$ cat src/rtl/synth_config_sequencer.sv
`default_nettype none
// ============================================================================
//  Module      : synth_config_sequencer
//  Description : Control front end for the FM synth pipeline. Generates the
//                {operator, voice} slot sequence with a frame strobe, decodes
//                and validates register writes into a write FIFO, and commits
//                buffered writes to the pipeline immediately or frame-aligned.
//  Revision    : 1.0 - initial release
// ----------------------------------------------------------------------------
//  Ports
//    i_Clock               clock
//    i_Reset               asynchronous active-high reset
//    i_Enable              slot counter advance enable
//    i_CommitMode          0 = immediate commit, 1 = frame-aligned commit
//    i_RegisterWriteEnable write request
//    i_RegisterWriteNumber {scope[1:0], param[5:0], op, voice}
//    i_RegisterWriteValue  write data
//    i_ClearOverflow       clears o_Overflow
//    o_RegisterWriteReady  FIFO not full
//    o_VoiceOperator       current slot {op, voice}
//    o_FrameStart          one-cycle pulse after the slot counter wraps
//    o_ConfigWriteEnable   one-cycle commit strobe
//    o_ConfigScope/Param/WriteAddr/WriteData  committed entry fields
//    o_FifoCount           entries pending
//    o_InvalidWrite        pulse: write rejected by decode
//    o_DroppedWrite        pulse: write rejected because the FIFO was full
//    o_Overflow            sticky drop flag
// ============================================================================
module synth_config_sequencer #(
  parameter int NUM_VOICES    = 32,
  parameter int NUM_OPERATORS = 8,
  parameter int DATA_WIDTH    = 16,
  parameter int FIFO_DEPTH    = 16,
  localparam int VB = $clog2(NUM_VOICES),
  localparam int OB = $clog2(NUM_OPERATORS),
  localparam int AW = 8 + OB + VB,
  localparam int CW = $clog2(FIFO_DEPTH + 1)
) (
  input  logic                  i_Clock,
  input  logic                  i_Reset,
  input  logic                  i_Enable,
  input  logic                  i_CommitMode,
  input  logic                  i_RegisterWriteEnable,
  input  logic [AW-1:0]         i_RegisterWriteNumber,
  input  logic [DATA_WIDTH-1:0] i_RegisterWriteValue,
  input  logic                  i_ClearOverflow,
  output logic                  o_RegisterWriteReady,
  output logic [OB+VB-1:0]      o_VoiceOperator,
  output logic                  o_FrameStart,
  output logic                  o_ConfigWriteEnable,
  output logic [1:0]            o_ConfigScope,
  output logic [5:0]            o_ConfigParam,
  output logic [OB+VB-1:0]      o_ConfigWriteAddr,
  output logic [DATA_WIDTH-1:0] o_ConfigWriteData,
  output logic [CW-1:0]         o_FifoCount,
  output logic                  o_InvalidWrite,
  output logic                  o_DroppedWrite,
  output logic                  o_Overflow
);

  localparam int PW = (FIFO_DEPTH > 1) ? $clog2(FIFO_DEPTH) : 1;
  localparam int EW = AW + DATA_WIDTH;

  localparam logic [VB-1:0] c_LAST_VOICE = VB'(NUM_VOICES - 1);
  localparam logic [OB-1:0] c_LAST_OP    = OB'(NUM_OPERATORS - 1);
  localparam logic [VB-1:0] c_VOICE_ONE  = VB'(1);
  localparam logic [OB-1:0] c_OP_ONE     = OB'(1);
  // One extra bit so that a power-of-two voice/operator count is representable.
  localparam logic [VB:0]   c_NUM_VOICES = (VB+1)'(NUM_VOICES);
  localparam logic [OB:0]   c_NUM_OPS    = (OB+1)'(NUM_OPERATORS);
  localparam logic [CW-1:0] c_DEPTH      = CW'(FIFO_DEPTH);
  localparam logic [CW-1:0] c_CNT_ONE    = CW'(1);
  localparam logic [PW-1:0] c_LAST_PTR   = PW'(FIFO_DEPTH - 1);
  localparam logic [PW-1:0] c_PTR_ONE    = PW'(1);

  // --------------------------------------------------------------------------
  // Registers
  // --------------------------------------------------------------------------
  logic [OB-1:0]         op_q, op_d;
  logic [VB-1:0]         voice_q, voice_d;
  logic                  frame_start_q;
  logic [CW-1:0]         count_q, count_d;
  logic [CW-1:0]         budget_q, budget_d;
  logic [PW-1:0]         wr_ptr_q, rd_ptr_q;
  logic                  cfg_we_q;
  logic [1:0]            cfg_scope_q;
  logic [5:0]            cfg_param_q;
  logic [OB+VB-1:0]      cfg_addr_q;
  logic [DATA_WIDTH-1:0] cfg_data_q;
  logic                  invalid_q;
  logic                  dropped_q;
  logic                  overflow_q;
  logic [EW-1:0]         mem_q [FIFO_DEPTH];

  // --------------------------------------------------------------------------
  // Slot counter
  // --------------------------------------------------------------------------
  logic w_last_voice;
  logic w_last_op;
  logic w_wrap;

  assign w_last_voice = (voice_q == c_LAST_VOICE);
  assign w_last_op    = (op_q == c_LAST_OP);
  assign w_wrap       = i_Enable & w_last_voice & w_last_op;

  always_comb begin
    op_d    = op_q;
    voice_d = voice_q;
    if (i_Enable) begin
      if (w_last_voice) begin
        voice_d = '0;
        op_d    = w_last_op ? '0 : op_q + c_OP_ONE;
      end else begin
        voice_d = voice_q + c_VOICE_ONE;
      end
    end
  end

  // --------------------------------------------------------------------------
  // Write decode
  // --------------------------------------------------------------------------
  logic [1:0]    w_scope;
  logic [OB-1:0] w_op;
  logic [VB-1:0] w_voice;
  logic          w_voice_ok;
  logic          w_op_ok;
  logic          w_valid;
  logic          w_full;
  logic          w_push;
  logic          w_pop;
  logic [EW-1:0] w_entry;
  logic [EW-1:0] w_head;

  assign w_scope    = i_RegisterWriteNumber[AW-1 -: 2];
  assign w_op       = i_RegisterWriteNumber[OB+VB-1 -: OB];
  assign w_voice    = i_RegisterWriteNumber[VB-1:0];
  assign w_voice_ok = ({1'b0, w_voice} < c_NUM_VOICES);
  assign w_op_ok    = ({1'b0, w_op} < c_NUM_OPS);

  always_comb begin
    w_valid = 1'b0;
    case (w_scope)
      2'b01:   w_valid = 1'b1;                  // global: slot fields unused
      2'b10:   w_valid = w_voice_ok;            // per-voice: op field unused
      2'b11:   w_valid = w_voice_ok & w_op_ok;  // per-operator
      default: w_valid = 1'b0;
    endcase
  end

  // Full is judged on the pre-edge count, so a pop at the same edge does not
  // rescue a write presented against a full FIFO.
  assign w_full  = (count_q == c_DEPTH);
  assign w_push  = i_RegisterWriteEnable & w_valid & ~w_full;
  assign w_entry = {i_RegisterWriteNumber, i_RegisterWriteValue};
  assign w_head  = mem_q[rd_ptr_q];

  // --------------------------------------------------------------------------
  // Commit scheduling
  // --------------------------------------------------------------------------
  // Immediate mode drains whenever anything is pending. Frame mode only pops
  // against the budget captured at the last wrap, so entries pushed after the
  // wrap wait for the following frame.
  assign w_pop = (count_q != '0) & (~i_CommitMode | (budget_q != '0));

  always_comb begin
    count_d = count_q;
    if (w_push && !w_pop) begin
      count_d = count_q + c_CNT_ONE;
    end else if (!w_push && w_pop) begin
      count_d = count_q - c_CNT_ONE;
    end
  end

  always_comb begin
    budget_d = budget_q;
    if (!i_CommitMode) begin
      budget_d = '0;
    end else if (w_wrap) begin
      // Budget covers everything pending after the wrap edge, including a
      // write pushed on that very edge.
      budget_d = count_d;
    end else if (w_pop) begin
      budget_d = budget_q - c_CNT_ONE;
    end
  end

  // --------------------------------------------------------------------------
  // Sequential state
  // --------------------------------------------------------------------------
  always_ff @(posedge i_Clock or posedge i_Reset) begin
    if (i_Reset) begin
      op_q          <= '0;
      voice_q       <= '0;
      frame_start_q <= 1'b0;
      count_q       <= '0;
      budget_q      <= '0;
      wr_ptr_q      <= '0;
      rd_ptr_q      <= '0;
      cfg_we_q      <= 1'b0;
      cfg_scope_q   <= '0;
      cfg_param_q   <= '0;
      cfg_addr_q    <= '0;
      cfg_data_q    <= '0;
      invalid_q     <= 1'b0;
      dropped_q     <= 1'b0;
      overflow_q    <= 1'b0;
    end else begin
      op_q          <= op_d;
      voice_q       <= voice_d;
      frame_start_q <= w_wrap;
      count_q       <= count_d;
      budget_q      <= budget_d;
      invalid_q     <= i_RegisterWriteEnable & ~w_valid;
      dropped_q     <= i_RegisterWriteEnable & w_valid & w_full;
      cfg_we_q      <= w_pop;

      if (w_push) begin
        wr_ptr_q <= (wr_ptr_q == c_LAST_PTR) ? '0 : wr_ptr_q + c_PTR_ONE;
      end

      if (w_pop) begin
        rd_ptr_q    <= (rd_ptr_q == c_LAST_PTR) ? '0 : rd_ptr_q + c_PTR_ONE;
        cfg_scope_q <= w_head[EW-1 -: 2];
        cfg_param_q <= w_head[EW-3 -: 6];
        cfg_addr_q  <= w_head[DATA_WIDTH +: OB+VB];
        cfg_data_q  <= w_head[DATA_WIDTH-1:0];
      end

      // A new drop wins over a simultaneous clear.
      if (i_RegisterWriteEnable && w_valid && w_full) begin
        overflow_q <= 1'b1;
      end else if (i_ClearOverflow) begin
        overflow_q <= 1'b0;
      end
    end
  end

  // Storage needs no reset: the pointers and count define what is live.
  always_ff @(posedge i_Clock) begin
    if (w_push) begin
      mem_q[wr_ptr_q] <= w_entry;
    end
  end

  // --------------------------------------------------------------------------
  // Outputs
  // --------------------------------------------------------------------------
  assign o_RegisterWriteReady = ~w_full;
  assign o_VoiceOperator      = {op_q, voice_q};
  assign o_FrameStart         = frame_start_q;
  assign o_ConfigWriteEnable  = cfg_we_q;
  assign o_ConfigScope        = cfg_scope_q;
  assign o_ConfigParam        = cfg_param_q;
  assign o_ConfigWriteAddr    = cfg_addr_q;
  assign o_ConfigWriteData    = cfg_data_q;
  assign o_FifoCount          = count_q;
  assign o_InvalidWrite       = invalid_q;
  assign o_DroppedWrite       = dropped_q;
  assign o_Overflow           = overflow_q;

endmodule
`default_nettype wire

$ cat config.mk
export PLATFORM = sky130hd
export DESIGN_NAME = synth_config_sequencer
export DESIGN_NICKNAME = d
export VERILOG_FILES = /design/src/rtl/synth_config_sequencer.sv
export SDC_FILE = /design/constraint.sdc
export NUM_CORES = 1
export LEC_CHECK = 0
export CORE_AREA = 2 2 349 178
export CTS_CLUSTER_SIZE = 16
export DETAILED_ROUTE_END_ITERATION = 10
export DIE_AREA = 0 0 351 180
export SLEW_MARGIN = 20
export SYNTH_ARGS = -nofsm -noshare
export SYNTH_HDL_FRONTEND = slang
export SYNTH_SLANG_ARGS = --single-unit
$ cat constraint.sdc
create_clock -name i_Clock -period 4.2 [get_ports i_Clock]
set_clock_uncertainty 0.2 [all_clocks]
set_input_delay 0.84 -clock i_Clock [delete_from_list [all_inputs] [get_ports i_Clock]]
set_output_delay 0.84 -clock i_Clock [all_outputs]
set_load 0.01 [all_outputs]
==> results.sh <==
export IMPL_outcome="finished clean"
export IMPL_cpLargestDelayFamily="buffers and inverters"
export IMPL_synth_nets=1080
export IMPL_gr_usage_all_layers_pct=15.7
export IMPL_critPathLaunch="o_FifoCount[1]$_DFF_PP0_"
export IMPL_timing_max_transition_violations_final=0
export IMPL_synth_edf_count=512
export IMPL_placement_io_buffers=88
export IMPL_synth_cells=1030
export IMPL_synth_lib_cells_used_distinct=44
export IMPL_dp_hpwl_um=29000
export IMPL_grt_start_max_net_pins=49
export IMPL_cell_area_power_density_nw_per_um2=647
export IMPL_wl_um=48700
export IMPL_fillerInstances=5175
export IMPL_ys_top_cells_by_area="sky130_fd_sc_hd__edfxtp_1 70%, sky130_fd_sc_hd__mux4_2 13%, sky130_fd_sc_hd__dfrtp_1 7.1%"
export IMPL_timing_hold_worst_class="reg -> reg"
export IMPL_cts_sinks=575
export IMPL_clock_insertion_delay_worst_skew_ns=0.59
export IMPL_total_cts_buffers=50
export IMPL_std_cell_rows=64
export IMPL_clk_pin_slew_ns=0.07
export IMPL_post_synth_top_area_cell="sky130_fd_sc_hd__edfxtp_1"
export IMPL_layout_cells_non_filler=2023
export IMPL_timing_critical_path_arrival_ns=2.32
export IMPL_area_of_the_core_sq_um=60300
export IMPL_cts_resized=0
export IMPL_ys_seq_elements=575
export IMPL_cts_hold_repair_buffers=0
export IMPL_post_place_cells=1931
export IMPL_maxCapViolations=0
export IMPL_clockBufferDepth=3
export IMPL_cpMaxStageDelayCell="sky130_fd_sc_hd__clkdlybuf4s50_1"
export IMPL_crit_reg2reg_launch="o_FifoCount[1]$_DFF_PP0_"
export IMPL_tritoncts_clock_tree="yes"
export IMPL_grt_setup_unrepaired="no"
export IMPL_leakagePower_nw=8.41
export IMPL_fp_dieArea_sq_um=63200
export IMPL_worst_ep_required_time_ns=3.16
export IMPL_yosys_warns=0
export IMPL_tightest_pin_transition_ns=0.770
export IMPL_die_width_um=351
export IMPL_cell_at_the_root_of_the_clock_tree="sky130_fd_sc_hd__clkbuf_16"
export IMPL_num_antenna_cells=0
export IMPL_worstPathBufferInverterCount=3
export IMPL_path_cells="inv_1, ha_1, and4bb_2, inv_1, clkdlybuf4s50_1"
export IMPL_leading_cell_types_in_the_layout_fill_and_taps_excluded="512 x sky130_fd_sc_hd__edfxtp_1, 128 x sky130_fd_sc_hd__mux4_2, 88 x sky130_fd_sc_hd__clkdlybuf4s50_1, 67 x sky130_fd_sc_hd__mux2i_1, 60 x sky130_fd_sc_hd__dfrtp_1"
export IMPL_slowest_delay_ns=0.55
export IMPL_post_synth_instance_area_sq_um=22100
export IMPL_min_period_ns=3.36
export IMPL_cts_setup_buffers=0
export IMPL_grt_pass1_wl_um=73200
export IMPL_top_level_ports=89
export IMPL_holdCritStartpoint="o_ConfigWriteAddr[0]$_DFFE_PP0P_"
export IMPL_finalNetCount=1208
export IMPL_drcViolationCount=0
export IMPL_start_util_pct=36.6
export IMPL_worstSetupEndpointType="primary output"
export IMPL_final_hold_violation_count=0
export IMPL_initialDrtViolationCount=1090
export IMPL_grt_pass1_vias=10780
export IMPL_critPathMaxFanout=6
export IMPL_drive_gt1_share_pct=22.9
export IMPL_final_period_utilization_pct=80.1
export IMPL_share_of_yosys_cell_area_claimed_by_the_top_area_cell_type_pct=69.7
export IMPL_num_vias=10487
export IMPL_cts_htree_levels=2
export IMPL_postSynth_topFlopCell="sky130_fd_sc_hd__edfxtp_1"
export IMPL_remaining_max_slew_budget_at_the_tightest_pin_pct=48.7
export IMPL_antenna_found_initial=0
export IMPL_power_ir_vdd_worst_v=0.000428
export IMPL_gr_total_overflow=0
export IMPL_routed_via_density=5.18
export IMPL_postSynthAreaPerCell_sq_um=21.4
export IMPL_postSynth_asyncResetShare_pct=11.0
export IMPL_critPathKind="reg -> out"
export IMPL_setup_violations_final=0
export IMPL_antenna_left=0
export IMPL_synth_seq_area_share_pct=76.9
export IMPL_flow_area_growth_from_synthesis_pct=18.0
export IMPL_gp_congestion=0.744
export IMPL_drt_pass1_iter_count=5
export IMPL_setup_total_negative_slack_ns=0
export IMPL_worstSetupStartpointType="flip-flop"
export IMPL_wl_per_cell_um=24.1
export IMPL_max_clock_freq_mhz=297
export IMPL_floorplan_die_height_um=180
export IMPL_finalPower_w=0.0168
export IMPL_final_common_cell="sky130_fd_sc_hd__edfxtp_1"
export IMPL_critPathMostFrequentCell="sky130_fd_sc_hd__inv_1"
[per-stage QoR]
stage	instance area, sq um	hold slack [ns]	setup WS, ns	util, %
after detailed placement	24400	0.276	0.589	40.4
final	26000	0.292	0.838	43.2
after CTS	26000	0.289	0.810	43.2
after global routing	26000	0.318	0.728	43.2
after global placement	24400	0.274	0.627	40.4
after floorplan	22100	0.313	0.616	-
[synth_stat cells (2+ instances only)]
cell and instances:
sky130_fd_sc_hd__o21ai_0 12, sky130_fd_sc_hd__edfxtp_1 512, sky130_fd_sc_hd__and3_1 2, sky130_fd_sc_hd__nand2b_1 5
sky130_fd_sc_hd__a21oi_1 4, sky130_fd_sc_hd__nand2_1 52, sky130_fd_sc_hd__clkbuf_1 16, sky130_fd_sc_hd__ha_1 12
sky130_fd_sc_hd__nor2_1 20, sky130_fd_sc_hd__buf_1 10, sky130_fd_sc_hd__a22o_1 2, sky130_fd_sc_hd__o221ai_1 32
sky130_fd_sc_hd__o211ai_1 2, sky130_fd_sc_hd__mux4_2 128, sky130_fd_sc_hd__nor3_1 8, sky130_fd_sc_hd__nand4_1 3
sky130_fd_sc_hd__xor2_1 3, sky130_fd_sc_hd__a21o_1 3, sky130_fd_sc_hd__mux2i_1 67, sky130_fd_sc_hd__buf_4 3
sky130_fd_sc_hd__o21a_1 2, sky130_fd_sc_hd__dfrtp_1 63, sky130_fd_sc_hd__xnor2_1 4, sky130_fd_sc_hd__o41ai_1 2
sky130_fd_sc_hd__inv_1 13, sky130_fd_sc_hd__mux2_2 3, sky130_fd_sc_hd__buf_2 23, sky130_fd_sc_hd__o211a_1 3
sky130_fd_sc_hd__nand3_1 6
[report_power, final]
| group | leakage [nW] | switching (W) | internal [W] | total, W |
|---|---|---|---|---|
| logic | 2.20 | 0.00239 | 0.00234 | 0.00472 |
| clock network | 0.813 | 0.00202 | 0.00269 | 0.00471 |
| registers | 5.39 | 0.000556 | 0.00685 | 0.00740 |
[state kept, by name, summed over array words and instances, names as in the netlist, 2 cells and up]
| signal | count |
|---|---|
| mem_q | 512 |
| o_ConfigWriteData | 16 |
| o_ConfigWriteAddr | 8 |
| o_ConfigParam | 6 |
| budget_q | 5 |
| o_FifoCount | 5 |
| voice_q | 5 |
| rd_ptr_q | 4 |
| wr_ptr_q | 4 |
| op_q | 3 |
| o_ConfigScope | 2 |
[cell families (layout without fill, tap and decap cells)]
group	Yosys count	after routing	share of synthesized area, %
xor+xnor	7	7	0.278
buf+inv	66	234	1.30
fa+ha+maj	12	12	0.681
simple gates	102	102	2.10
flops	575	575	76.9
mux	198	198	16.3
compound gates	70	70	2.52
[routing by layer]
| layer | part of all wire (%) | track usage, % |
|---|---|---|
| met5 | 0 | 0 |
| met4 | 1.3 | 3.09 |
| met3 | 4.7 | 2.98 |
| met2 | 43 | 21.7 |
| met1 | 51 | 25.5 |
[area by class of cell]
class	instances	area, sq um	share of cell area, %
multi-input combinational	389	4950	19.0
tap	825	1030	3.97
inverter	14	53.8	0.207
sequential	575	17000	65.2
timing repair buffer	128	1360	5.21
clock inverter	21	234	0.899
clock buffer	71	1430	5.51
[tightest hold or removal path: cells and delay by family, from the launching register on]
kind	cells	cell delay, ns
compound gates	1	0.06
simple gates	1	0.05
flops	1	0.34
[path summary, 6_finish.rpt]
path,end,slack [ns],cells after the start
worst max-delay path,o_RegisterWriteReady,0.84,5
min in group asynchronous,voice_q[4]$_DFFE_PP0P_,0.49,2
worst max register to register,mem_q[15][18]$_DFFE_PP_,1.17,7
max in group asynchronous,op_q[2]$_DFFE_PP0P_,2.53,3
worst min register to register,o_ConfigWriteAddr[0]$_DFFE_PP0P_,0.29,2
worst min-delay path,o_ConfigWriteAddr[0]$_DFFE_PP0P_,0.29,2
No activity file was read; power rests on OpenSTA's default activity.
